### config.mk
export PLATFORM = sky130hd
export DESIGN_NAME = row_cache_arbiter
export DESIGN_NICKNAME = d
export VERILOG_FILES = /design/src/rtl/row_cache_arbiter.sv
export SDC_FILE = /design/constraint.sdc
export NUM_CORES = 1
export LEC_CHECK = 0
export CAP_MARGIN = 15
export CELL_PAD_IN_SITES_DETAIL_PLACEMENT = 1
export CELL_PAD_IN_SITES_GLOBAL_PLACEMENT = 2
export CORE_UTILIZATION = 21
export DETAILED_ROUTE_END_ITERATION = 8
export PLACE_DENSITY_LB_ADDON = 0.1
export SYNTH_ARGS = -nofsm -noshare
export SYNTH_HDL_FRONTEND = slang
export SYNTH_SLANG_ARGS = --single-unit
export TNS_END_PERCENT = 30
### constraint.sdc
create_clock -name clk -period 1.8 [get_ports clk]
set_clock_uncertainty 0.05 [all_clocks]
set_input_delay 0.36 -clock clk [delete_from_list [all_inputs] [get_ports clk]]
set_output_delay 0.36 -clock clk [all_outputs]
set_load 0.02 [all_outputs]
### src/rtl/row_cache_arbiter.sv
// row_cache_arbiter: round-robin front end sharing one row-cache tag
// controller; sequences RD/WR, miss fill timing and the requester ack.
module row_cache_arbiter #(
  parameter int NREQ      = 4,
  parameter int CHWIDTH   = 5,
  parameter int ADDRWIDTH = 17,
  parameter int MISSLAT   = 8
) (
  input  logic                      clk,
  input  logic                      rst,
  input  logic [NREQ-1:0]           req_valid,
  input  logic [NREQ-1:0]           req_we,
  input  logic [NREQ*ADDRWIDTH-1:0] req_row,
  output logic [NREQ-1:0]           req_ack,
  output logic [CHWIDTH-1:0]        resp_crow,
  output logic                      resp_miss,
  output logic                      busy,
  output logic                      c_rd,
  output logic                      c_wr,
  output logic [ADDRWIDTH-1:0]      c_row,
  output logic                      c_sync,
  input  logic                      c_hold,
  input  logic                      c_done,
  input  logic [CHWIDTH-1:0]        c_crow
);
  localparam int PW = (NREQ > 1) ? $clog2(NREQ) : 1;
  localparam int CW = $clog2(MISSLAT + 1);

  localparam logic [2:0] S_IDLE  = 3'd0;
  localparam logic [2:0] S_ISSUE = 3'd1;
  localparam logic [2:0] S_WAIT  = 3'd2;
  localparam logic [2:0] S_MISS  = 3'd3;
  localparam logic [2:0] S_RESP  = 3'd4;

  logic [2:0]           r_state;
  logic [PW-1:0]        r_ptr;
  logic [PW-1:0]        r_gnt;
  logic                 r_we;
  logic                 r_miss;
  logic [ADDRWIDTH-1:0] r_row;
  logic [CHWIDTH-1:0]   r_crow;
  logic [CW-1:0]        r_cnt;

  logic                 w_found;
  logic [PW-1:0]        w_gnt;
  logic [PW-1:0]        w_next;
  logic                 w_resp;

  // round-robin pick: first valid requester at or after the pointer
  always_comb begin
    w_found = 1'b0;
    w_gnt   = '0;
    for (int k = 0; k < NREQ; k++) begin
      if (!w_found && req_valid[(int'(r_ptr) + k) % NREQ]) begin
        w_found = 1'b1;
        w_gnt   = PW'((int'(r_ptr) + k) % NREQ);
      end
    end
  end

  assign w_next = (r_gnt == PW'(NREQ - 1)) ? '0 : r_gnt + 1'b1;
  assign w_resp = (r_state == S_RESP);

  // operation sequencer; the grant is frozen until the ack is returned
  always_ff @(posedge clk or negedge rst) begin
    if (!rst) begin
      r_state <= S_IDLE;
      r_ptr   <= '0;
      r_gnt   <= '0;
      r_we    <= 1'b0;
      r_miss  <= 1'b0;
      r_row   <= '0;
      r_crow  <= '0;
      r_cnt   <= '0;
    end else begin
      unique case (r_state)
        S_IDLE: begin
          if (w_found) begin
            r_gnt   <= w_gnt;
            r_we    <= req_we[w_gnt];
            r_row   <= req_row[w_gnt*ADDRWIDTH +: ADDRWIDTH];
            r_miss  <= 1'b0;
            r_state <= S_ISSUE;
          end
        end
        S_ISSUE: r_state <= S_WAIT;
        S_WAIT: begin
          if (c_done) begin
            r_crow  <= c_crow;
            r_state <= S_RESP;
          end else if (c_hold) begin
            r_miss  <= 1'b1;
            r_cnt   <= CW'(MISSLAT - 1);
            r_state <= S_MISS;
          end
        end
        S_MISS: begin
          if (r_cnt != '0) r_cnt <= r_cnt - 1'b1;
          if (c_done) begin
            r_crow  <= c_crow;
            r_state <= S_RESP;
          end
        end
        S_RESP: begin
          r_ptr   <= w_next;
          r_state <= S_IDLE;
        end
        default: r_state <= S_IDLE;
      endcase
    end
  end

  assign busy      = (r_state != S_IDLE);
  assign c_rd      = (r_state == S_ISSUE) && !r_we;
  assign c_wr      = (r_state == S_ISSUE) && r_we;
  assign c_row     = busy ? r_row : '0;
  assign c_sync    = (r_state == S_MISS) && (r_cnt == '0);
  assign resp_crow = w_resp ? r_crow : '0;
  assign resp_miss = w_resp && r_miss;

  // one-hot ack to the granted requester during the response cycle
  always_comb begin
    req_ack = '0;
    if (w_resp) req_ack[r_gnt] = 1'b1;
  end
endmodule
==> impl_metrics.env, run 1 <==
export IMPL_synth_top_cell_area_share_pct=36.5
export IMPL_irDropWorstVdd_uv=490
export IMPL_setup_worst_path_end_class="register"
export IMPL_cp_required_ns=1.91
export IMPL_netlist_area_um2=2400
export IMPL_setup_tns_final_ns=-2.70
export IMPL_core_area_um2=11000
export IMPL_overflow=0
export IMPL_drv_cap=0
export IMPL_failed_checks="negative setup slack"
export IMPL_path_max_fanout=9
export IMPL_antenna_left=0
export IMPL_clockBufferDepth=2
export IMPL_wl_met1_mm=3.82
export IMPL_cts_buffers=5
export IMPL_slew_viol_final=0
export IMPL_antenna_cells=0
export IMPL_rsz0062_at_grt="true"
export IMPL_final_nets=486
export IMPL_fmax_mhz=508
export IMPL_netlist_instances=246
export IMPL_start_util_pct=21.9
export IMPL_grt_pass1_wl_mm=14.9
export IMPL_yosysTopAreaCell="dfrtp_1"
export IMPL_areaGrowthSynthToFinish_pct=76.2
export IMPL_path_class="register to register"
export IMPL_avgSynthCellArea_um2=9.76
export IMPL_fin_crit_sh_pct=109
export IMPL_cp_arrival_ns=2.08
export IMPL_drt_iter0_drc=101
export IMPL_die_area_um2=11900
export IMPL_fin_ws_ns=-0.170
export IMPL_synth_area_leaders="dfrtp_1 (36%), a221o_1 (7.5%), mux2_2 (7.0%), mux2_4 (6.3%), a21oi_1 (5.0%)"
export IMPL_path_clk_slew_ns=0.06
export IMPL_sw_frac_of_total_pct=40.2
export IMPL_htree_levels=2
export IMPL_ys_flop_type="dfrtp_1"
export IMPL_ys_async_sr_fraction_pct=100
export IMPL_finalHoldViolCount=0
export IMPL_place_ws_ns=-0.815
export IMPL_ys_types=42
export IMPL_grt_usage_pct=16.7
export IMPL_wl_met3_um=594
export IMPL_p_switching_mw=2.48
export IMPL_drt_pass1_iterations=4
export IMPL_grt_pass1_vias=2823
export IMPL_finalCriticalPeriod_ns=1.97
export IMPL_gp_congestion=0.740
export IMPL_insertion_delay_ns=0.28
export IMPL_core_rowCount=38
export IMPL_tightest_slew_ns=0.608
export IMPL_seqPwrFrac_pct=23.5
export IMPL_routed_wl_mm=9.14
export IMPL_grt_max_degree=23
export IMPL_yosysSeqAreaShare_pct=36.5
export IMPL_cts_sinks=35
export IMPL_finalInstanceArea_um2=4230
export IMPL_timing_critical_path_from_type="register"
export IMPL_wl_met2_mm=4.60
export IMPL_via_per_inst=4.68
export IMPL_fp_dieW_um=109
export IMPL_synth_seq_cells=35
export IMPL_dpl_hpwl_mm=6.64
export IMPL_cts_hold_buffers=0
export IMPL_root_buffer="clkbuf_16"
export IMPL_io_pins=116
export IMPL_p_int_mw=3.69
export IMPL_synth_nets=337
export IMPL_vias=2510
export IMPL_setup_viol=20
export IMPL_antenna_found_initial=0
export IMPL_yosys_warnings=0
export IMPL_io_buffer_count=115
export IMPL_hp_class="input port to async pin"
export IMPL_synth_edf_count=0
export IMPL_power_frac_comb_pct=61.5
export IMPL_clkPwrFrac_pct=14.9
export IMPL_layout_drive_gt1_share_pct=34.6
export IMPL_p_leak_nw=1.91
export IMPL_highest_layer="met4"
export IMPL_finalPower_mw=6.17
export IMPL_post_route_drc_count=0
export IMPL_postPlaceCellArea_um2=3960
export IMPL_status="complete, but fails checks"
export IMPL_relSlewSlack_pct=59.4
export IMPL_cts_tree="built"
export IMPL_fp_dieH_um=109
export IMPL_power_density_nw_per_um2=1460
export IMPL_avgRoutedWirePerCell_um=17.1
## through the flow
stage	utilization, %	hold WS, ns	std cells
2_1_floorplan	-	0.0144	246
3_3_place_gp	36.1	0.331	522
3_5_place_dp	36.1	0.341	522
4_1_cts	37.4	0.0355	536
5_1_grt	38.5	0.0507	536
6_report	38.5	0.00649	536
## layer usage
layer	vias up	global-route usage, %
li1	1205	-
met1	1224	19.8
met2	73	29.1
met3	8	4.42
met4	0	4.92
met5	-	0
## placed cells by master, fill, tap and decap left out, types with 12 or more instances in the layout
master	instances
nand3_1	16
buf_4	42
a21oi_1	22
buf_2	21
mux2_4	18
nor2b_1	19
o21ai_0	16
clkdlybuf4s50_1	79
and3_1	12
dfrtp_1	32
a221o_1	18
## area by class of cell
| type | instances | area, um2 |
|---|---|---|
| Tap cell | 140 | 175 |
| Inverter | 8 | 30.0 |
| Sequential cell | 35 | 880 |
| Fill cell | 1258 | 6750 |
| Timing Repair Buffer | 158 | 1430 |
| Clock buffer | 8 | 156 |
| Multi-Input combinational cell | 187 | 1560 |
## cells by family after synthesis
group	Yosys count	synth area share (%)
muxes	26	13.7
xor gates and xnor gates	1	0.365
AOI/OAI and AO/OA	72	21.2
DFF	35	36.5
adders and majority gates	6	3.13
and+or+nand+nor	82	19.9
buffers and inverters	24	5.32
## state kept, by name (all words and copies together), names as in the netlist
| register | flops |
|---|---|
| r_crow | 5 |
| r_ptr | 2 |
| r_row | 17 |
| r_miss | 1 |
| r_cnt | 4 |
| r_we | 1 |
| r_state | 3 |
| r_gnt | 2 |
## final timing paths
| kind | startpoint | to | slack, ns | cells after the start |
|---|---|---|---|---|
| max | r_ptr[1] | r_row[16] | -0.17 | 6 |
| max reg2reg | r_ptr[1] | r_row[16] | -0.17 | 6 |
| min reg2reg | r_miss | r_miss | 0.42 | 1 |
| min | rst | r_cnt[3] | 0.006 | 1 |
| min in group clk | r_miss | r_miss | 0.42 | 1 |
| max in group asynchronous | rst | r_gnt[0] | 1.12 | 2 |
## synth_stat cells, types with 2 or more instances
cell type	n
a21oi_1	24
a221o_1	18
and3_1	13
buf_2	5
buf_6	2
clkbuf_1	7
dfrtp_1	35
ha_1	6
inv_1	8
mux2_2	15
mux2_4	10
nand2_1	7
nand2b_1	5
nand3_1	18
nor2_1	8
nor2b_1	19
nor3_1	2
o21ai_0	18
o21bai_1	3
## worst max-delay path, stage by stage (launching register included)
cell	delay [ns]
dfrtp_2	0.42
mux2i_4	0.28
o2bb2ai_4	0.11
nor2_4	0.18
buf_12	0.19
mux2_4	0.31
a221o_1	0.31
## power by group through the flow
stage,clock network (mW),registers [mW],logic (mW)
after floorplan,0,1.36,2.09
after global placement,0,1.42,3.69
after detailed placement,0,1.43,3.74
after CTS,0.954,1.43,3.75
after global routing,0.982,1.51,4.17
final,0.920,1.45,3.79
## repair_timing
item / CTS / global route
endpoints found under the setup margin: 56 / 53
endpoints found under the hold margin: 0 / 0
resized for setup: 150 / 37
setup buffers: 5 / 2
pin swaps: 2 / 8
gates cloned: 1 / 0
Power figures use the tool's default switching activity.
==> run 2: changes to the inputs <==
--- a/config.mk
+++ b/config.mk
@@ -8,6 +8,7 @@
 export CAP_MARGIN = 15
 export CELL_PAD_IN_SITES_DETAIL_PLACEMENT = 1
 export CELL_PAD_IN_SITES_GLOBAL_PLACEMENT = 2
+export CORE_ASPECT_RATIO = 1.4
 export CORE_UTILIZATION = 21
 export DETAILED_ROUTE_END_ITERATION = 8
 export PLACE_DENSITY_LB_ADDON = 0.1
==> run 2 against run 1 <==
The flow still finishes with violations (negative setup slack). Fmax up 1.2%. Die area about the same. Final cell count increased by 0.37%. Setup slack better by 0.024 ns. Worst hold slack better by 0.41 ns. Critical path depth increased by 1. Critical endpoint is now r_row[0]. Combinational power rose by 17%. Final area up 3.1%. Power increased by 8.8%. First-iteration DRC count is 33% lower.
==> impl_metrics.env, run 2 (synthesis gave the netlist of run 1 again) <==
export IMPL_status="complete, but fails checks"
export IMPL_failed_checks="negative setup slack"
export IMPL_grt_max_degree=23
export IMPL_htree_levels=2
export IMPL_path_common_cell="buf_6"
export IMPL_tightest_slew_ns=0.619
export IMPL_timing_rr_end="r_row[0]"
export IMPL_core_area_um2=11000
export IMPL_r2r_start="r_ptr[1]"
export IMPL_slew_viol_final=0
export IMPL_irDropWorstVdd_uv=432
export IMPL_antenna_cells=0
export IMPL_cts_buffers=5
export IMPL_r2r_slack_ns=-0.14
export IMPL_io_pins=116
export IMPL_timing_critical_path_from_type="input port"
export IMPL_most_common_layout_cells="clkdlybuf4s50_1 (80), buf_4 (35), dfrtp_1 (32), a21oi_1 (24)"
export IMPL_fp_dieH_um=129
export IMPL_r2r_cells=6
export IMPL_crit_family="buffers and inverters"
export IMPL_path_buf_inv=3
export IMPL_grt_pass1_vias=2740
export IMPL_power_density_nw_per_um2=1540
export IMPL_layout_drive_gt1_share_pct=35.5
export IMPL_overflow=0
export IMPL_max_stage_delay_ns=0.52
export IMPL_die_area_um2=11900
export IMPL_routed_wl_mm=9.66
export IMPL_min_delay_start="r_miss"
export IMPL_grt_pass1_wl_mm=15.2
export IMPL_layout_commonest_cell="clkdlybuf4s50_1"
export IMPL_drt_pass1_iterations=4
export IMPL_core_rowCount=45
export IMPL_relSlewSlack_pct=58.6
export IMPL_place_ws_ns=-0.733
export IMPL_avgRoutedWirePerCell_um=18.0
export IMPL_root_buffer="clkbuf_16"
export IMPL_antenna_found_initial=0
export IMPL_cts_tree="built"
export IMPL_fmax_mhz=514
export IMPL_io_buffer_count=115
export IMPL_crit_chain="clkdlybuf4s50_1 > buf_6 > a21oi_4 > nor2_4 > buf_6 > mux2_4 > a221o_1"
export IMPL_fillers=1234
export IMPL_grt_usage_pct=16.9
export IMPL_largest_register="r_row"
export IMPL_p_leak_nw=1.95
export IMPL_vias=2539
export IMPL_rsz0062_at_grt="true"
export IMPL_hp_class="register to register"
export IMPL_cts_sinks=35
export IMPL_post_route_drc_count=0
export IMPL_dpl_hpwl_mm=6.60
export IMPL_fin_ws_ns=-0.146
export IMPL_critPathSlowestCell="clkdlybuf4s50_1"
export IMPL_setup_worst_path_end_class="register"
export IMPL_drv_cap=0
export IMPL_gp_congestion=0.781
export IMPL_fin_crit_sh_pct=108
export IMPL_finalCriticalPeriod_ns=1.95
export IMPL_cp_required_ns=1.91
export IMPL_finalHoldViolCount=0
export IMPL_largest_registers="r_row: 17 flops, r_crow: 5 flops, r_cnt: 4 flops"
export IMPL_insertion_delay_ns=0.28
export IMPL_path_clk_slew_ns=0.05
export IMPL_antenna_left=0
export IMPL_largest_reg_flops=17
export IMPL_holdPathStages=1
export IMPL_final_nets=487
export IMPL_finalInstanceArea_um2=4360
export IMPL_holdWs_ns=0.419
export IMPL_drt_iter0_drc=68
export IMPL_path_class="input port to register"
export IMPL_via_per_inst=4.72
export IMPL_setup_viol=39
export IMPL_hold_end="r_miss"
export IMPL_clockBufferDepth=2
export IMPL_postPlaceCellArea_um2=3920
export IMPL_fp_dieW_um=92.4
export IMPL_start_util_pct=21.9
export IMPL_path_max_fanout=6
export IMPL_cp_arrival_ns=2.06
export IMPL_areaGrowthSynthToFinish_pct=81.6
run 2: worst max path at each step:
stage	start	to	slack (ns)	cells after the start
after detailed placement	req_valid[2]	r_row[6]	-0.73	6
after global placement	req_valid[2]	r_row[6]	-0.69	6
after floorplan	r_ptr[1]	r_row[10]	-0.08	6
after CTS	r_ptr[1]	r_row[4]	-0.19	7
final	req_valid[1]	r_row[0]	-0.15	7
after global routing	r_ptr[1]	r_row[1]	-0.22	6
run 2: layer usage:
layer  vias to the layer above  wire [um]  GRT usage, %
met5                         -          0             0
met4                         0        184          5.24
met3                        12        373          2.96
met2                        73       5210          31.4
met1                      1247       3900          19.6
li1                       1207          -             -
run 2: worst register-to-register path: stages (launching register included):
cell and delay [ns]:
dfrtp_2 0.41, mux2i_2 0.26, o2bb2ai_2 0.13, nor2_4 0.19, buf_6 0.18, mux2_4 0.32, a221o_1 0.29
run 2: where the power goes:
| part | switching [mW] | total (mW) | internal [mW] |
|---|---|---|---|
| registers | 0.284 | 1.46 | 1.18 |
| clock network | 0.316 | 0.827 | 0.511 |
| logic | 2.05 | 4.42 | 2.37 |
| total | 2.65 | 6.71 | 4.06 |
run 2: final cells by class:
class	instances	area [um2]	share of cell area (%)
clock buffers	7	133	3.04
flip-flops and latches	35	880	20.2
clock inverters	1	5.00	0.115
repair buffers	159	1570	36.0
well taps	141	176	4.05
inverters	8	30.0	0.689
multi-input cells	187	1570	36.0
run 2: what timing repair did:
action	4_1_cts	5_1_grt
endpoints found under the setup margin	56	54
cloned	4	0
hold endpoints to repair	1	0
hold buffers	1	0
setup buffers	10	1
resized for setup	170	42
pin swaps	7	8
run 2: through the flow:
| step | TNS (ns) | power [mW] | utilization, % | instances |
|---|---|---|---|---|
| after detailed placement | -18.93 | 5.06 | 35.7 | 516 |
| after CTS | -4.39 | 6.60 | 38.9 | 539 |
| after floorplan | -1.30 | 3.45 | - | 246 |
| final | -3.13 | 6.71 | 39.7 | 538 |
| after global routing | -5.62 | 7.17 | 39.7 | 538 |
| after global placement | -18.40 | 5.02 | 35.7 | 516 |
